===== config.mk =====
export PLATFORM = sky130hd
export DESIGN_NAME = alu_bist_ctrl
export DESIGN_NICKNAME = d
export VERILOG_FILES = /design/src/rtl/alu_pkg.sv /design/src/rtl/misr32.sv /design/src/rtl/alu_bist_ctrl.sv
export SDC_FILE = /design/constraint.sdc
export NUM_CORES = 1
export LEC_CHECK = 0
export CAP_MARGIN = 0
export CORE_AREA = 2 2 109 111
export DETAILED_ROUTE_END_ITERATION = 8
export DIE_AREA = 0 0 111 113
export DONT_BUFFER_PORTS = 1
export GPL_TIMING_DRIVEN = 1
export PLACE_DENSITY_LB_ADDON = 0.3
export SLEW_MARGIN = 20
export SYNTH_ARGS = -nofsm -noshare
export SYNTH_HDL_FRONTEND = slang
export SYNTH_HIERARCHICAL = 1
export SYNTH_SLANG_ARGS = --single-unit
export TNS_END_PERCENT = 10

===== constraint.sdc =====
create_clock -name clk -period 7.4 [get_ports clk]
set_input_delay 1.48 -clock clk [delete_from_list [all_inputs] [get_ports clk]]
set_output_delay 1.48 -clock clk [all_outputs]
set_load 0.01 [all_outputs]

===== src/rtl/alu_pkg.sv =====
// Shared definitions for the ALU BIST sequencer: select codes, directed operand
// table, MISR polynomial/seed and the sequencer state type.
package alu_pkg;

    localparam logic [4:0] SEL_ADD  = 5'b00000;
    localparam logic [4:0] SEL_SLL  = 5'b00001;
    localparam logic [4:0] SEL_SLT  = 5'b00010;
    localparam logic [4:0] SEL_SLTU = 5'b00011;
    localparam logic [4:0] SEL_XOR  = 5'b00100;
    localparam logic [4:0] SEL_SRL  = 5'b00101;
    localparam logic [4:0] SEL_OR   = 5'b00110;
    localparam logic [4:0] SEL_AND  = 5'b00111;
    localparam logic [4:0] SEL_SUB  = 5'b10000;
    localparam logic [4:0] SEL_SRA  = 5'b10101;
    localparam logic [4:0] SEL_LUI  = 5'b01000;

    localparam int unsigned N_SELS      = 11;
    localparam int unsigned N_DIR_PAIRS = 5;

    localparam logic [31:0] MISR_POLY = 32'h0040_0007;
    localparam logic [31:0] MISR_SEED = 32'hFFFF_FFFF;

    typedef enum logic [1:0] {
        ST_IDLE,
        ST_RUN,
        ST_DONE
    } bist_state_t;

    // Select list, swept in this order for every operand pair.
    function automatic logic [4:0] sel_code(input logic [3:0] idx);
        logic [4:0] code;
        case (idx)
            4'd0:    code = SEL_ADD;
            4'd1:    code = SEL_SLL;
            4'd2:    code = SEL_SLT;
            4'd3:    code = SEL_SLTU;
            4'd4:    code = SEL_XOR;
            4'd5:    code = SEL_SRL;
            4'd6:    code = SEL_OR;
            4'd7:    code = SEL_AND;
            4'd8:    code = SEL_SUB;
            4'd9:    code = SEL_SRA;
            4'd10:   code = SEL_LUI;
            default: code = SEL_ADD;
        endcase
        return code;
    endfunction

    function automatic logic [31:0] dir_a(input logic [2:0] idx);
        logic [31:0] v;
        case (idx)
            3'd0:    v = 32'h0000_000F;
            3'd1:    v = 32'hF000_000F;
            3'd2:    v = 32'h0123_4567;
            3'd3:    v = 32'h0000_0000;
            3'd4:    v = 32'hFFFF_FFFF;
            default: v = '0;
        endcase
        return v;
    endfunction

    function automatic logic [31:0] dir_b(input logic [2:0] idx);
        logic [31:0] v;
        case (idx)
            3'd0:    v = 32'h0000_0003;
            3'd1:    v = 32'h0000_0003;
            3'd2:    v = 32'h89AB_CDEF;
            3'd3:    v = 32'h0000_0000;
            3'd4:    v = 32'hFFFF_FFFF;
            default: v = '0;
        endcase
        return v;
    endfunction

    // Galois step for x^32+x^22+x^2+x+1 with result/zero-flag injection.
    function automatic logic [31:0] misr_step(input logic [31:0] sig,
                                              input logic [31:0] f,
                                              input logic        z);
        return ({sig[30:0], 1'b0} ^ (sig[31] ? MISR_POLY : '0)) ^ f ^ {31'b0, z};
    endfunction

endpackage


===== src/rtl/misr32.sv =====
// 32-bit MISR register built on the shared Galois step; with data tied to zero
// it doubles as the operand LFSR.
module misr32
    import alu_pkg::*;
#(
    parameter logic [31:0] RST_VAL = MISR_SEED
) (
    input  logic        clk,
    input  logic        rst_n,
    input  logic        load,
    input  logic [31:0] seed,
    input  logic        en,
    input  logic [31:0] f,
    input  logic        z,
    output logic [31:0] sig,
    output logic [31:0] sig_next
);

    assign sig_next = misr_step(sig, f, z);

    always_ff @(posedge clk) begin
        if (!rst_n) begin
            sig <= RST_VAL;
        end else if (load) begin
            sig <= seed;
        end else if (en) begin
            sig <= sig_next;
        end
    end

endmodule


===== src/rtl/alu_bist_ctrl.sv =====
// ALU BIST sequencer: drives a directed then pseudo-random operand/select sweep
// into the ALU, compacts f/z into a MISR and compares against a golden signature.
module alu_bist_ctrl
    import alu_pkg::*;
#(
    parameter int unsigned N_RAND    = 16,
    parameter logic [31:0] LFSR_SEED = 32'h0000_0001,
    parameter logic [31:0] EXP_SIG   = 32'h0000_0000
) (
    input  logic        clk,
    input  logic        rst_n,
    input  logic        start,
    input  logic        abort,
    output logic [31:0] alu_a,
    output logic [31:0] alu_b,
    output logic [4:0]  alu_sel,
    input  logic [31:0] alu_f,
    input  logic        alu_z,
    output logic        busy,
    output logic        done,
    output logic        pass,
    output logic [31:0] signature
);

    localparam int unsigned   NP        = N_DIR_PAIRS + N_RAND;
    localparam int unsigned   PW        = $clog2(NP);
    localparam logic [PW-1:0] LAST_PAIR = PW'(NP - 1);
    localparam logic [PW-1:0] FIRST_RND = PW'(N_DIR_PAIRS);
    localparam logic [3:0]    LAST_SEL  = 4'(N_SELS - 1);

    bist_state_t   state, state_next;
    logic [3:0]    sel_idx, sel_idx_nx;
    logic [PW-1:0] pair_idx, pair_idx_nx;
    logic          sel_wrap, last_vec;
    logic          accept, advance, run_end, abort_run;
    logic          misr_en, lfsr_en;
    logic [31:0]   misr_next, lfsr_sig, lfsr_next;

    assign sel_wrap    = (sel_idx == LAST_SEL);
    assign sel_idx_nx  = sel_wrap ? '0 : sel_idx + 4'd1;
    assign pair_idx_nx = sel_wrap ? pair_idx + PW'(1) : pair_idx;
    assign last_vec    = sel_wrap && (pair_idx == LAST_PAIR);

    always_ff @(posedge clk) begin
        if (!rst_n) begin
            state <= ST_IDLE;
        end else begin
            state <= state_next;
        end
    end

    always_comb begin
        state_next = state;
        accept     = 1'b0;
        advance    = 1'b0;
        run_end    = 1'b0;
        abort_run  = 1'b0;
        case (state)
            ST_IDLE: begin
                if (start && !abort) begin
                    state_next = ST_RUN;
                    accept     = 1'b1;
                end
            end
            ST_RUN: begin
                if (abort) begin
                    state_next = ST_IDLE;
                    abort_run  = 1'b1;
                end else if (last_vec) begin
                    state_next = ST_DONE;
                    run_end    = 1'b1;
                end else begin
                    advance = 1'b1;
                end
            end
            ST_DONE: state_next = ST_IDLE;
            default: state_next = ST_IDLE;
        endcase
    end

    assign busy = (state == ST_RUN);
    assign done = (state == ST_DONE);

    // The LFSR steps twice per random pair: once as the pair is driven (a=S,
    // b=step(S) taken combinationally) and once on the pair's next vector.
    assign misr_en = advance || run_end;
    assign lfsr_en = advance &&
                     (((sel_idx_nx == '0) && (pair_idx_nx >= FIRST_RND)) ||
                      ((sel_idx == '0) && (pair_idx >= FIRST_RND)));

    always_ff @(posedge clk) begin
        if (!rst_n) begin
            sel_idx  <= '0;
            pair_idx <= '0;
            alu_a    <= '0;
            alu_b    <= '0;
            alu_sel  <= '0;
            pass     <= 1'b0;
        end else if (accept) begin
            sel_idx  <= '0;
            pair_idx <= '0;
            alu_a    <= dir_a(3'd0);
            alu_b    <= dir_b(3'd0);
            alu_sel  <= sel_code(4'd0);
            pass     <= 1'b0;
        end else if (advance) begin
            sel_idx  <= sel_idx_nx;
            pair_idx <= pair_idx_nx;
            alu_sel  <= sel_code(sel_idx_nx);
            if (sel_idx_nx == '0) begin
                if (pair_idx_nx < FIRST_RND) begin
                    alu_a <= dir_a(pair_idx_nx[2:0]);
                    alu_b <= dir_b(pair_idx_nx[2:0]);
                end else begin
                    alu_a <= lfsr_sig;
                    alu_b <= lfsr_next;
                end
            end
        end else if (run_end || abort_run) begin
            sel_idx  <= '0;
            pair_idx <= '0;
            alu_a    <= '0;
            alu_b    <= '0;
            alu_sel  <= '0;
            pass     <= run_end && (misr_next == EXP_SIG);
        end
    end

    misr32 #(.RST_VAL(MISR_SEED)) u_misr (
        .clk      (clk),
        .rst_n    (rst_n),
        .load     (accept),
        .seed     (MISR_SEED),
        .en       (misr_en),
        .f        (alu_f),
        .z        (alu_z),
        .sig      (signature),
        .sig_next (misr_next)
    );

    misr32 #(.RST_VAL('0)) u_lfsr (
        .clk      (clk),
        .rst_n    (rst_n),
        .load     (accept),
        .seed     (LFSR_SEED),
        .en       (lfsr_en),
        .f        ('0),
        .z        (1'b0),
        .sig      (lfsr_sig),
        .sig_next (lfsr_next)
    );

endmodule


Word level (Yosys, flattened, before mapping) --
Memories as Yosys holds them, arrays and structs flattened. Index checks and enable logic that the tools add are counted.
Operators by class: $add $sub $neg 2, $lt $le $gt $ge 3, equal/unequal tests 11, mux-type cells 36, bitwise operators 6, reductions and logical operators 24
Operators with widths (count):
- $mux W32 | 7
- $pmux W32 S4 | 1
- $pmux W32 S3 | 1
- $xor A32 B32 Y32 | 2
- $mux W23 | 2
- $logic_not A32 Y1 | 1
- $xor A32 B1 Y32 | 1
- $xor A32 B23 Y32 | 1
- $mux W5 | 4
- $mux W4 | 4
- $mux W1 | 12
- $ge A5 B3 Y1 const B | 2
- $logic_not A4 Y1 | 2
- $mux W2 | 4
- $reduce_and A2 Y1 | 4
- $logic_and A1 B1 Y1 | 6
- $ne A3 B2 Y1 const B | 2
- $add A5 B1 Y5 const B | 1
- $eq A5 B5 Y1 const B | 1
- $lt A5 B3 Y1 const B | 1
- $add A4 B1 Y4 const B | 1
- $eq A4 B4 Y1 const B | 1
- $pmux W2 S2 | 1
- $reduce_bool A2 Y1 | 2
- 14 further kinds | 18
Storage, ports and cells: register bits after elaboration 145, ROM bits 80, output and inout bits 104, memories 1
Memory list:
- (no name shown) | words 16, width 5, rd ports 1, clocked after memory_dff 0, wr ports 0, RTL line alu_pkg.sv:32 | case (idx)

Longest topological paths before layout --
Gate-level depths: netlist of the first run.
word-level depth 9, mapped depth 13

Hierarchy --
The synthesis of the first run kept the hierarchy.
By module, submodules not included:
- alu_bist_ctrl | instances 1, cells each 475, area each 4161.5 um^2
- misr32 (u_misr) | instances 1, cells each 178, area each 1801.7 um^2
- misr32 (u_lfsr) | instances 1, cells each 174, area each 1696.6 um^2

Least setup slack after synthesis of the first run --
OpenSTA, ideal clock, no wires.
kind input-to-reg, start input port abort, end register alu_a[12], library setup time 0.144 ns, arrival 2.876 ns, path slack 4.380 ns, stages on the path 7, cells stage by stage nor3b_1 nor2b_1 clkbuf_1 nand2b_1 buf_2 clkbuf_1 a21oi_1
Between the ends: word-level cells in the longest chain between the ends 5, elaborated cells on any way between the ends 16, classes of those cells eq/ne (1); mux (9); reduce/logical (6)
Ends and longest elaborated chain:
- from (decl) | RTL line alu_bist_ctrl.sv:13 | input logic abort,
- $logic_not A1 Y1 | RTL line alu_bist_ctrl.sv:60 | if (start && !abort) begin
- $logic_and A1 B1 Y1 | RTL line alu_bist_ctrl.sv:60
- $mux W1 | RTL line alu_bist_ctrl.sv:60
- $mux W1 | RTL line alu_bist_ctrl.sv:58 | case (state)
- via accept | RTL line alu_bist_ctrl.sv:35 | logic accept, advance, run_end, abort_run;
- $reduce_or A2 Y1 (no source line)
- to (signal assigned) | RTL line alu_bist_ctrl.sv:102 | alu_a <= dir_a(3'd0);
- to (signal assigned) | RTL line alu_bist_ctrl.sv:112 | alu_a <= dir_a(pair_idx_nx[2:0]);
- to (signal assigned) | RTL line alu_bist_ctrl.sv:115 | alu_a <= lfsr_sig;
- to (decl) | RTL line alu_bist_ctrl.sv:14 | output logic [31:0] alu_a,
The timed path passes the listed nets, and every way through them passes these cells. A chain may end at the register's enable or synchronous reset.

Final worst setup path of the first run --
start input port abort, end register alu_b[18]
Between the ends: word-level cells in the longest chain between the ends 5, elaborated cells on any way between the ends 16, classes of those cells eq/ne (1); mux (9); reduce/logical (6)
Ends and longest elaborated chain:
- $mux W1 or $logic_not A1 Y1 (tied branches) | RTL line alu_bist_ctrl.sv:66, alu_bist_ctrl.sv:60
- $mux W1 or $logic_and A1 B1 Y1 (tied branches) | RTL line alu_bist_ctrl.sv:58, alu_bist_ctrl.sv:60
- $logic_or A1 B1 Y1 or $mux W1 (tied branches) | RTL line alu_bist_ctrl.sv:119, alu_bist_ctrl.sv:60
- $reduce_bool A2 Y1 (no source line) or $mux W1 (tied branches)
- $reduce_and A2 Y1 (no source line) or $reduce_or A2 Y1 (tied branches)
- to (signal assigned) | RTL line alu_bist_ctrl.sv:103 | alu_b <= dir_b(3'd0);
- to (signal assigned) | RTL line alu_bist_ctrl.sv:113 | alu_b <= dir_b(pair_idx_nx[2:0]);
- to (signal assigned) | RTL line alu_bist_ctrl.sv:116 | alu_b <= lfsr_next;
- to (decl) | RTL line alu_bist_ctrl.sv:15 | output logic [31:0] alu_b,
Several ways; a longest one is shown, not always the timed one.

==> results.cfg, run 1 <==
[cts]
htree_levels = 4
root_buffer = clkbuf_16
cts_tree = done
path_clk_slew_ps = 60
post_cts_buffers = 0
postCtsHoldBufs = 0
cts_resized = 0
numClockSinks = 145
cts_made_buffers = 17
cts.path.max_buffers = 2
clock_latency_ps = 420

[cells_and_area]
nets = 919
fin_util_pct = 74.8
syn_to_final_growth_pct = 10.0
num-fill-cells = 790
diodes = 0
final_layout_size_suffix_gt1_share_pct = 12.8

[global_routing]
grt_pass1_wl_um = 29800
antenna_found_initial = 0
grt_overflow_total = 0
grt_use_total_pct = 28.9
grt_max_degree = 102
grt_pass1_vias = 6117

[detailed_routing]
drt-initial-drc-count = 485
first_pass_iters = 5
routed_wl_um = 18400
vias_per_cell = 6.17
wire_per_inst_um = 17.9
antenna_left = 0
drc = 0
via_count = 6348

[worst_setup_path]
crit_path_frequent_cell = buf_4
crit_path_cell_trace = nor3b_1 > nor2b_4 > buf_4 > nand2b_2 > buf_4 > a21oi_1
crit_required_ps = 7680
crit_path_end_kind = flip-flop
worstPathMaxFanout = 101
crit_buf_inv = 2
path_class = in -> reg
crit_cells = 6
cp.arrival_ps = 4180
critPathSlowestCell = nand2b_2
critical_path.top_delay_family = buffers and inverters
reg2reg_depth = 8
critPathLaunchType = input pin
cp_slowest_stage_delay_ps = 810

[sta]
report.final.slew_viol_count = 0
fmax_mhz = 257
setup_tns_ps = 0
final.period_utilization_pct = 52.6
layout_min_cycle_time_ps = 3900
slew-limit-headroom_pct = 32.0
report.final.hold_viol_count = 0
worst_pin_slew_ps = 1020
setup_violations = 0
rsz0062_at_grt = no
finClkSkew_ps = 9.46
setup_slack_ps = 3500

[placement]
pre_cts_slack_ps = 3120
portBuffers = 0
hpwl_um = 11700
gp_congestion = 0.847

[yosys]
yosysSeqAreaShare_pct = 37.9
syn-instance-count = 827
synth_flop_cell = dfxtp_1
synth_warnings = 6
avgSynthCellArea_um2 = 9.26
synth_top_area_share_pct = 37.9
yosysUniqueCellTypes = 60
async_reset_ff_share_pct = 0
ys_ff_latch = 145
synth-edff-count = 0
yosysTopAreaCell = dfxtp_1
synth_area_leaders = dfxtp_1, mux2i_1, o211ai_1
netlist_area_mm2 = 0.00766

[floorplanning]
dieHeight_um = 113
core_area_mm2 = 0.0113
die_area_mm2 = 0.0125
row_count = 39
chipWidth_um = 111
io_pins = 141
start_util_pct = 68.0

[run]
cap_violations = 0

[pwr]
p_leak_nw = 2.98
ir_drop_uv = 162
powerDensity_mw_per_mm2 = 217

[hold_path]
min_path_cells = 2
hold_class = reg -> reg

[outcome]
status = finished clean
[worst paths after layout]
check	slack (ps)	from	endpoint
setup / recovery	3500	abort	alu_b[18]
hold / removal	500	alu_sel[2]	alu_sel[2]
setup reg to reg	3820	sel_idx[0]	u_lfsr/sig[20]
hold reg to reg	500	alu_sel[2]	alu_sel[2]
[area by class of cell]
type	count	area (um2)	area share (%)
Multi-Input combinational cell	691	4680	55.5
Clock buffer	22	484	5.75
Inverter	10	37.5	0.445
Clock inverter	9	80.1	0.950
Timing Repair Buffer	9	67.6	0.802
Sequential cell	145	2900	34.4
Tap cell	143	179	2.12
[cell usage after synthesis, types with 10 or more instances]
master    count
mux2i_1      60
a21oi_1      54
clkbuf_1     41
nand3_1      35
o211ai_1     68
o21ai_0      97
xor2_1       58
o211ai_2     24
nor4_1       11
nand2_1      41
buf_6        10
a21oi_2      20
dfxtp_1     145
inv_1        10
nor2_1       31
buf_2        12
[worst register-to-register path, cell delays in order (launching register included)]
cell	delay, ps
dfxtp_1	490
inv_1	140
ha_1	280
nand3b_1	400
nor2_1	180
nor2_1	510
and2_2	950
mux2i_1	360
o21ai_0	130
[through the flow]
| stage | instances | hold slack (ps) | area (um2) | total power [mW] |
|---|---|---|---|---|
| 2_1_floorplan | 922 | 476 | 8020 | 0.991 |
| 3_3_place_gp | 998 | 500 | 7860 | 1.01 |
| 3_5_place_dp | 998 | 500 | 7860 | 1.02 |
| 4_1_cts | 1029 | 509 | 8430 | 1.83 |
| 5_1_grt | 1029 | 529 | 8430 | 1.89 |
| 6_report | 1029 | 503 | 8430 | 1.83 |
[cell usage in the layout, fill, tap and decap left out, types with 2 or more instances in the layout]
cell type / count
o22ai_1: 6
xor2_1: 58
clkinv_2: 5
a21oi_1: 53
xor3_2: 8
and4_1: 2
nand3_1: 35
o21ai_1: 4
a211oi_2: 4
clkbuf_16: 17
a21oi_2: 20
and3_1: 2
o41ai_1: 4
nand2_1: 41
nor3_1: 6
nand4b_1: 2
nor2b_1: 5
o211ai_1: 68
nand2b_1: 5
buf_4: 9
nor2_1: 30
dfxtp_1: 145
o21ai_0: 97
o221ai_2: 2
and2b_2: 4
nand2b_2: 2
a22oi_1: 5
nor3b_1: 2
nor4_1: 11
mux2i_1: 60
conb_1: 97
o211ai_2: 24
clkbuf_8: 4
inv_1: 9
ha_1: 8
nand4_1: 2
[registers in the layout (all words and copies together), names as in the netlist]
register	flops
alu_a	32
alu_b	32
u_lfsr/sig	32
u_misr/sig	32
alu_sel	5
pair_idx	5
sel_idx	4
state	2
pass	1
[power by group]
group,total [mW],internal [mW],switching [mW]
clock network,0.821,0.494,0.327
registers,0.847,0.808,0.0392
logic,0.162,0.0626,0.0997
[layer usage]
layer | track usage (%) | vias to the layer above | wire [um]
met5 | 0 | - | 0
met4 | 12.3 | 0 | 468
met3 | 8.25 | 46 | 1490
met2 | 48.1 | 268 | 9040
met1 | 35.3 | 3011 | 7380
li1 | - | 3023 | -
[cells by family (layout without fill, tap and decap cells)]
logic type / count (synthesis) / in the layout / share of synthesized area [%]
AOI/OAI and AO/OA: 301 / 301 / 27.1
xor gates and xnor gates: 67 / 67 / 9.36
adders and majority gates: 8 / 8 / 1.31
buffers and inverters: 86 / 50 / 6.08
DFF: 145 / 145 / 37.9
muxes: 60 / 60 / 7.84
other: 2 / 97 / 0.0980
and+or+nand+nor: 158 / 158 / 10.3
No activity file was read; power rests on OpenSTA's default activity.
==> run 2, diff against run 1 <==
--- a/config.mk
+++ b/config.mk
@@ -6,9 +6,9 @@
 export NUM_CORES = 1
 export LEC_CHECK = 0
 export CAP_MARGIN = 0
-export CORE_AREA = 2 2 109 111
+export CORE_AREA = 2 2 113 115
 export DETAILED_ROUTE_END_ITERATION = 8
-export DIE_AREA = 0 0 111 113
+export DIE_AREA = 0 0 115 117
 export DONT_BUFFER_PORTS = 1
 export GPL_TIMING_DRIVEN = 1
 export PLACE_DENSITY_LB_ADDON = 0.3
==> constraint.sdc (replaced) <==
create_clock -name clk -period 3.6 [get_ports clk]
set_input_delay 0.72 -clock clk [delete_from_list [all_inputs] [get_ports clk]]
set_output_delay 0.72 -clock clk [all_outputs]
set_load 0.01 [all_outputs]
==> results.cfg, run 2 (synthesis gave the netlist of run 1 again) <==
[outcome]
status = finished clean

[worst_setup_path]
cp_slowest_stage_delay_ps = 620
critical_path.top_delay_family = compound AO/OA/AOI/OAI gates
critPathLaunchType = flip-flop
crit_path_cell_trace = inv_1 > ha_1 > and3b_1 > a41oi_1 > o32a_2 > buf_4 > nor2_1 > o41ai_1
worstPathMaxFanout = 64
crit_path_end_kind = flip-flop
cp.arrival_ps = 3180
crit_required_ps = 3920
critPathSlowestCell = buf_4
path_class = reg -> reg
crit_buf_inv = 2

[cts]
post_cts_buffers = 0
path_clk_slew_ps = 60
numClockSinks = 145
cts_resized = 0
cts.path.max_buffers = 2
clock_latency_ps = 430
postCtsHoldBufs = 0
htree_levels = 4
root_buffer = clkbuf_16
cts_made_buffers = 17
cts_tree = done

[detailed_routing]
drc = 0
first_pass_iters = 5
drt-initial-drc-count = 354
via_count = 6239
wire_per_inst_um = 18.0
vias_per_cell = 5.98
antenna_left = 0
routed_wl_um = 18800

[sta]
worst_pin_slew_ps = 963
fmax_mhz = 350
rsz0062_at_grt = no
slew-limit-headroom_pct = 35.8
layout_min_cycle_time_ps = 2860
setup_tns_ps = 0
report.final.slew_viol_count = 0
final.period_utilization_pct = 79.5
hold_ws_ps = 376
finClkSkew_ps = 8.08
report.final.hold_viol_count = 0
setup_violations = 0

[global_routing]
use_met1_pct = 34.9
met3_usage_pct = 9.11
grt_busiest_layer = met2
antenna_found_initial = 0
grt_pass1_vias = 5937
grt_pass1_wl_um = 30000
grt_overflow_total = 0
use_met2_pct = 46.2
grt_use_total_pct = 28.0
grt_max_degree = 100

[placement]
gp_congestion = 0.826
hpwl_um = 12100
portBuffers = 0

[cells_and_area]
diodes = 0
syn_to_final_growth_pct = 11.1
final_cell_mix = dfxtp_1, o21ai_0, conb_1
nets = 925
final_layout_size_suffix_gt1_share_pct = 13.2
final_common_cell = dfxtp_1
num-fill-cells = 982

[floorplanning]
row_count = 41
start_util_pct = 62.2
chipWidth_um = 115
die_area_mm2 = 0.0135
io_pins = 141
core_area_mm2 = 0.0123
dieHeight_um = 117

[pwr]
p_leak_nw = 3.01
ir_drop_uv = 419
powerDensity_mw_per_mm2 = 439
power_mw = 3.74

[hold_path]
hold_class = in -> reg

[run]
cap_violations = 0
-- run 2: per-layer routing --
metal	wire [um]	vias to the layer above	part of all wire, %
met3	1250	25	6.6
li1	-	3029	-
met2	9070	182	48
met1	8140	3003	43
met4	301	0	1.6
met5	0	-	0
-- run 2: power by group --
part	switching [mW]	internal, mW	leakage, nW
Sequential	0.0800	1.66	1.18
Clock	0.685	0.973	0.274
Combinational	0.207	0.132	1.56
Total	0.972	2.77	3.01
-- run 2: stage by stage --
| stage | cells | setup WS [ps] | area (um2) | utilization (%) |
|---|---|---|---|---|
| after floorplan | 922 | 834 | 8020 | - |
| after global placement | 1011 | 870 | 7960 | 64.6 |
| after detailed placement | 1011 | 801 | 7960 | 64.6 |
| after CTS | 1043 | 779 | 8510 | 69.1 |
| after global routing | 1043 | 533 | 8510 | 69.1 |
| final | 1043 | 739 | 8510 | 69.1 |
-- run 2: final timing paths --
check | startpoint | endpoint | slack (ps) | depth (start not counted)
min reg2reg | alu_sel[0] | alu_sel[0] | 500 | 2
max reg2reg | sel_idx[0] | alu_a[29] | 740 | 8
min | rst_n | u_misr/sig[7] | 380 | 1
max | sel_idx[0] | alu_a[29] | 740 | 8
-- run 2: worst reg2reg max path, delay by kind of cell (launching register included) --
| family | cells | cell delay (ps) |
|---|---|---|
| adders and majority gates | 1 | 270 |
| DFF | 1 | 490 |
| buffers and inverters | 2 | 760 |
| and+or+nand+nor | 2 | 450 |
| AOI/OAI and AO/OA | 3 | 800 |
-- run 2: cell type report --
type / count / area [um2] / area share [%]
multi-input combinational: 691 / 4680 / 55.0
sequential: 145 / 2900 / 34.1
clock buffer: 25 / 505 / 5.94
tap: 150 / 188 / 2.21
timing repair buffer: 15 / 150 / 1.76
clock inverter: 7 / 48.8 / 0.573
inverter: 10 / 37.5 / 0.441
